**config.mk**
```make
export PLATFORM = sky130hd
export DESIGN_NAME = piccolo_sbox_layer_serial
export DESIGN_NICKNAME = d
export VERILOG_FILES = /design/src/rtl/piccolo_sbox_pkg.sv /design/src/rtl/piccolo_sbox4_lut.sv /design/src/rtl/piccolo_sbox_layer_serial.sv
export SDC_FILE = /design/constraint.sdc
export NUM_CORES = 1
export LEC_CHECK = 0
export CAP_MARGIN = 40
export CORE_MARGIN = 10
export CORE_UTILIZATION = 61
export CTS_CLUSTER_DIAMETER = 80
export DETAILED_ROUTE_END_ITERATION = 8
export DONT_BUFFER_PORTS = 1
export GPL_TIMING_DRIVEN = 0
export PLACE_DENSITY = 0.78
export SLEW_MARGIN = 15
export SYNTH_ARGS = -nofsm -noshare
export SYNTH_HDL_FRONTEND = slang
export SYNTH_SLANG_ARGS = --single-unit
```
**constraint.sdc**
```tcl
create_clock -name clk -period 1.88 [get_ports clk]
set_input_delay 0.188 -clock clk [delete_from_list [all_inputs] [get_ports clk]]
set_output_delay 0.188 -clock clk [all_outputs]
set_load 0.01 [all_outputs]
```
**src/rtl/piccolo_sbox_pkg.sv**
```systemverilog
// Shared constants and types for the serial Piccolo S-box layer.
package piccolo_sbox_pkg;

  typedef enum logic [1:0] {StIdle, StBusy, StDone} state_e;

  localparam logic [3:0] SBOX_FWD [16] = '{
    4'hE, 4'h4, 4'hB, 4'h2, 4'h3, 4'h8, 4'h0, 4'h9,
    4'h1, 4'hA, 4'h7, 4'hF, 4'h6, 4'hC, 4'h5, 4'hD
  };

  localparam logic [3:0] SBOX_INV [16] = '{
    4'h6, 4'h8, 4'h3, 4'h4, 4'h1, 4'hE, 4'hC, 4'hA,
    4'h5, 4'h7, 4'h9, 4'h2, 4'hD, 4'hF, 4'h0, 4'hB
  };

  // Counter width: never narrower than one bit so NCYC=1 still has a legal counter.
  function automatic int unsigned clog2(input int unsigned n);
    int unsigned w;
    w = 0;
    for (int unsigned i = 0; i < 32; i++) begin
      if ((64'd1 << i) < 64'(n)) w = i + 1;
    end
    return (w == 0) ? 1 : w;
  endfunction

endpackage

```
**src/rtl/piccolo_sbox4_lut.sv**
```systemverilog
// One Piccolo nibble substitution, forward or inverse, purely combinational.
module piccolo_sbox4_lut
  import piccolo_sbox_pkg::*;
(
  input  logic [3:0] a,
  input  logic       inv,
  output logic [3:0] q
);

  assign q = inv ? SBOX_INV[a] : SBOX_FWD[a];

endmodule

```
**src/rtl/piccolo_sbox_layer_serial.sv**
```systemverilog
// Piccolo S-box layer over a WIDTH-bit word, LANES nibbles per cycle, valid/ready on both sides.
module piccolo_sbox_layer_serial
  import piccolo_sbox_pkg::*;
#(
  parameter int unsigned WIDTH = 16,
  parameter int unsigned LANES = 1
) (
  input  logic             clk,
  input  logic             rst_n,
  input  logic             in_valid,
  output logic             in_ready,
  input  logic [WIDTH-1:0] in_data,
  input  logic             in_inv,
  output logic             out_valid,
  input  logic             out_ready,
  output logic [WIDTH-1:0] out_data
);

  localparam int unsigned NCYC = WIDTH / (4 * LANES);
  localparam int unsigned CntW = clog2(NCYC);
  localparam int unsigned LaneW = 4 * LANES;
  localparam logic [CntW-1:0] CntMax = CntW'(NCYC - 1);

  if ((LANES < 1) || (LANES > WIDTH / 4) || ((WIDTH % (4 * LANES)) != 0)) begin : gen_bad_params
    $error("piccolo_sbox_layer_serial: WIDTH must be a multiple of 4*LANES, LANES in 1..WIDTH/4");
  end

  state_e            state_q, state_d;
  logic [CntW-1:0]   cnt_q, cnt_d;
  logic [WIDTH-1:0]  shreg_q, shreg_d;
  logic              inv_q, inv_d;
  logic [LaneW-1:0]  sub;
  logic [WIDTH-1:0]  shifted;

  for (genvar l = 0; l < LANES; l++) begin : gen_lane
    piccolo_sbox4_lut u_lut (
      .a   (shreg_q[4*l +: 4]),
      .inv (inv_q),
      .q   (sub[4*l +: 4])
    );
  end

  // Substituted nibbles enter at the top; after NCYC shifts the word is back in place.
  if (NCYC == 1) begin : gen_shift_full
    assign shifted = sub;
  end else begin : gen_shift_part
    assign shifted = {sub, shreg_q[WIDTH-1:LaneW]};
  end

  always_comb begin
    state_d   = state_q;
    cnt_d     = cnt_q;
    shreg_d   = shreg_q;
    inv_d     = inv_q;
    in_ready  = 1'b0;
    out_valid = 1'b0;
    unique case (state_q)
      StIdle: begin
        in_ready = 1'b1;
        if (in_valid) begin
          shreg_d = in_data;
          inv_d   = in_inv;
          cnt_d   = '0;
          state_d = StBusy;
        end
      end
      StBusy: begin
        shreg_d = shifted;
        cnt_d   = cnt_q + CntW'(1);
        if (cnt_q == CntMax) begin
          cnt_d   = '0;
          state_d = StDone;
        end
      end
      StDone: begin
        out_valid = 1'b1;
        in_ready  = out_ready;
        if (out_ready) begin
          if (in_valid) begin
            shreg_d = in_data;
            inv_d   = in_inv;
            cnt_d   = '0;
            state_d = StBusy;
          end else begin
            state_d = StIdle;
          end
        end
      end
      default: state_d = StIdle;
    endcase
  end

  always_ff @(posedge clk or negedge rst_n) begin
    if (!rst_n) begin
      state_q <= StIdle;
      cnt_q   <= '0;
      shreg_q <= '0;
      inv_q   <= 1'b0;
    end else begin
      state_q <= state_d;
      cnt_q   <= cnt_d;
      shreg_q <= shreg_d;
      inv_q   <= inv_d;
    end
  end

  assign out_data = shreg_q;

endmodule

```
# == Yosys cells after proc, flatten, opt, wreduce, memory -nomap -nowiden ==
# Memory sizes are Yosys's and may differ from the RTL's.
# Cells that the tools add are included.
# classes
mux,22
add_sub_neg,1
n_lt_le_gt_ge,1
bitwise,1
n_reduce_logical,6
eq_ne,6
# ops
cell,n
16-bit case mux with 3 select lines,1
16-bit 2-to-1 mux,2
4-bit 2-to-1 mux,5
2-bit 2-to-1 mux,6
2-bit case mux with 3 select lines,2
"2-bit inequality test, second input constant",3
"5-bit greater-or-equal comparator, second input constant",1
4-bit inverter with 5-bit output,1
"2-bit equality test, second input constant",2
1-bit 2-to-1 mux,4
1-bit case mux with 2 select lines,2
2-bit AND reduction,2
3-bit AND reduction,1
3-bit nonzero test,1
"2-bit by 1-bit adder with 2-bit output, second input constant",1
"2-bit by 1-bit equality test with 1-bit output, second input constant",1
2-bit zero test,1
2-bit nonzero test,1
# totals
memories,2
romBits,128
reg_bits,21
# mem_list
name,depth,width,read_ports,rd_ports_with_merged_regs,wr,line,rtl
(no name shown),16,4,1,0,0,piccolo_sbox4_lut.sv:10,assign q = inv ? SBOX_INV[a] : SBOX_FWD[a];
(no name shown),16,4,1,0,0,piccolo_sbox4_lut.sv:10,

# == Depth between registers and ports, before layout ==
# depth
ltp_word,6
depth_mapped,7

# == Modules after synthesis ==
# A second synthesis with hierarchy kept.
# unflattened
cells_unflattened,116
area_unflattened_um2,1425.1
# by_module_without_submodules
mod,area_per_inst_um2,seq_area_each_um2,instances,cells_per_inst
piccolo_sbox_layer_serial,1103.6,525.5,1,74
piccolo_sbox4_lut,321.6,0.0,1,42

# == Least setup slack after synthesis ==
# OpenSTA, ideal clock, no wires.
# synth_timing
path_kind,reg-to-reg
start,"register shreg_q[0], in the netlist out_data[0]"
end,"register shreg_q[12], in the netlist out_data[12]"
synth_period_minus_slack_ps,1612
path_buffers,0
t_arrival_ps,1530
t_required_ps,1798
path_slack_ps,268
path_stages_with_launch,6
path_cell_list,dfrtp_1 > inv_1 > ha_1 > mux4_2 > nand2b_4 > a31oi_1
# synth_via
elab_chain_cells,6
elab_cells_between_ends,9
classes_between,6 x mux; 1 x bitwise; 2 x memory
# synth_rtl
element,line,rtl
start: declaration,piccolo_sbox_layer_serial.sv:30,"logic [WIDTH-1:0] shreg_q, shreg_d;"
start signal: assignment,piccolo_sbox_layer_serial.sv:102,shreg_q <= shreg_d;
4-bit inverter with 5-bit output (implied by the code) (*),piccolo_sbox4_lut.sv:10,
memory 16 x 4 bit,-,
4-bit 2-to-1 mux (implied by the code) (2 in series),piccolo_sbox4_lut.sv:10,
4-bit 2-to-1 mux (*),piccolo_sbox4_lut.sv:10,
16-bit case mux with 3 select lines (*),piccolo_sbox_layer_serial.sv:57,unique case (state_q)
# Mark *: on every way between the ends. The rest lies on a longest branch, timed or not. The select of a mux whose other input is x is not followed.
# A chain may end at the register's enable or synchronous reset.

# == Worst setup path in the final report ==
# layout_timing
start,"register shreg_q[1], in the netlist out_data[1]"
end,"register shreg_q[12], in the netlist out_data[12]"
# Same word-level chain as after synthesis.

==> run metrics <==
drt pass-1 iters=4; violated checks=negative hold slack; filler cell count=153; peak supply drop=0.9905 mV; Worst Setup SP=out_data[1]; initial antenna violation count=0; CP Launch Type=flip-flop; worst hold slack=-5.626 ps; CTS tree=built; Post-synth top cells=dfrtp_1 (21), nand2_1 (21), o21ai_0 (12); Post-synth EDFFs=0; per-cell routed wire length=18.76 µm; Post-Route WL=3.170 mm; vias per cell=6.053; most used routing layer=met2; WP data arrival=2010 ps; die area=4372 µm²; layout cells sized above 1=12.68%; fin worst setup slack=104.6 ps; total gr overflow=0; Setup CP Type=reg -> reg; Netlist cell types=37; Post-Place Cells=163; Finished Layout Cells=169; flop2flop setup slack=100 ps; Cell Pwr Density=1946 nW/µm²; clock period minus worst slack=1775 ps; outcome=finished with violations; die width=66.12 µm; Mapped Area=1297 µm²; Clock Skews=0.6312 ps; Via Count=1023; CP max FO=10; worst r2r src=out_data[1]; drt drc=0; P_leak=0.6468 nW; Post-DP HPWL=2.482 mm; initial core utilization=64.81%; RePlAce Congestion=0.8057; Clock Latency Late Sink=300 ps; reg2reg end=out_data[12]; Global Route Usage Sum=14.52%; worst slew pin tran=501.5 ps; Setup Buffers After CTS=0; Mapped Nets=164; Die H=66.12 µm; hold path cells=2; max frequency=0.5633 GHz; global-route wire length before repair=5.043 mm; CTS sink count=21; Yosys top cell by area=dfrtp_1; vias in the first global route=1061; Antenna diodes=0; slew margin rel.=66.45%; Syn Inst Count=136; Area Overhead vs Synth=6.654%; GR Util met1=15.22%; setup TNS=0 ps; RSZ-0062 raised after global routing=no; post-layout util=69.13%; Max-Cap Viols=0; Mean Syn Cell Area=9.540 µm²; post-synthesis sequential area ratio=40.50%; Reg2Reg Depth=5; GR met2 Demand/Resource=24.64%; final hold vios=1; top post-synthesis cells by area=dfrtp_1 (41%), mux2i_1 (7.7%), ha_1 (6.8%); Ys Warns=0; CTS H-tree depth=1; I/O pins=39; ys async rst share=100.0%; Iteration-0 DRC Markers=107; GRT met3 Usage=7.119%; commonest register cell after synthesis=dfrtp_1; HP Class=in -> reg; largest net degree at the start of global routing=22; number of buffers created by CTS=3; Critical Path Sink=out_data[12]; Nets=171; count of input and output buffers=0; Yosys reg bits=21; fin. max-slew vios=0; clock buffer depth=2; CORE AREA=2002 µm²; dpl ws=96.54 ps; Tcrit/Tclk final=94.44%; top cell type's share of synthesized area=40.50%; CP Capture Type=flip-flop; root buffer cell=clkbuf_4; clk slew on worst S/H paths=110 ps; Final ANT Viol Nets=0; Critical Path RT=2110 ps; Setup violations, final=0; cell row count=16
## where the power goes
group	total (mW)	internal, mW	switching [mW]
Clock	0.215	0.0827	0.133
Sequential	1.03	0.689	0.345
Combinational	1.44	0.651	0.791
Total	2.69	1.42	1.27
## how the worst min path moves through the flow
stage | start | end | slack (ps)
global placement | rst_n | inv_q | -110
CTS | in_inv | inv_q | 1
finish | in_inv | inv_q | -6
detailed placement | rst_n | out_data[2] | -110
floorplan | rst_n | cnt_q[0] | -110
global route | in_inv | inv_q | 10
## cell type report
type	count	area (µm²)	share of cell area, %
clock buffers	4	26.28	1.899
well taps	27	33.78	2.441
plain buffers	10	60.06	4.340
repair buffers	2	25.02	1.808
multi-input cells	102	700.7	50.63
inverters	3	11.26	0.8137
flip-flops and latches	21	526.8	38.07
## worst max-delay path, cell delays in order (launching register included)
cell,delay (ps)
dfrtp_1,620
inv_2,110
ha_1,210
mux4_2,450
nand2b_4,150
a31oi_1,150
## layer usage
layer | vias to the layer above | wire, µm
met1 | 496 | 1158
met2 | 31 | 1635
met5 | - | 0
met3 | 4 | 339
li1 | 492 | -
met4 | 0 | 37
## registers in the layout, summed over array words and instances (netlist names)
signal,count
cnt_q,2
inv_q,1
state_q,2
out_data,16
## cells in the final DEF, fill, tap and decap left out, types with 2 or more instances in the layout
cell type	instances
o22ai_1	2
nand2b_1	3
clkbuf_4	3
a211oi_1	3
nor2_1	10
nand2_1	21
mux2i_1	10
clkbuf_1	3
ha_1	7
nor2b_1	3
a22o_1	2
a21oi_1	5
xnor2_1	2
a21o_1	2
buf_2	3
o21ai_0	12
dfrtp_1	20
buf_4	3
inv_1	2
a31oi_1	5
## per-stage QoR
| stage | hold WS [ps] | power (mW) | area (µm²) |
|---|---|---|---|
| after detailed placement | -106.4 | 2.477 | 1331 |
| after floorplan | -107.6 | 2.119 | 1297 |
| final | -5.626 | 2.693 | 1384 |
| after global placement | -106.6 | 2.403 | 1331 |
| after CTS | 1.346 | 2.705 | 1368 |
| after global routing | 13.19 | 2.922 | 1384 |
## logic make-up (layout without fill, tap and decap cells)
logic type,count (synthesis),count (layout),synth area share (%)
compound gates,36,36,17.45
xor+xnor,3,3,2.025
fa+ha+maj,7,7,6.750
buf+inv,13,19,5.496
flops,21,21,40.50
mux,12,12,10.32
simple gates,44,44,17.45
## repair_timing
action	in CTS	in global routing
hold buffers	1	0
endpoints found under the hold margin	21	0
gates resized for setup	0	1
setup endpoints to repair	0	1
No activity file was read; power rests on OpenSTA's default activity.
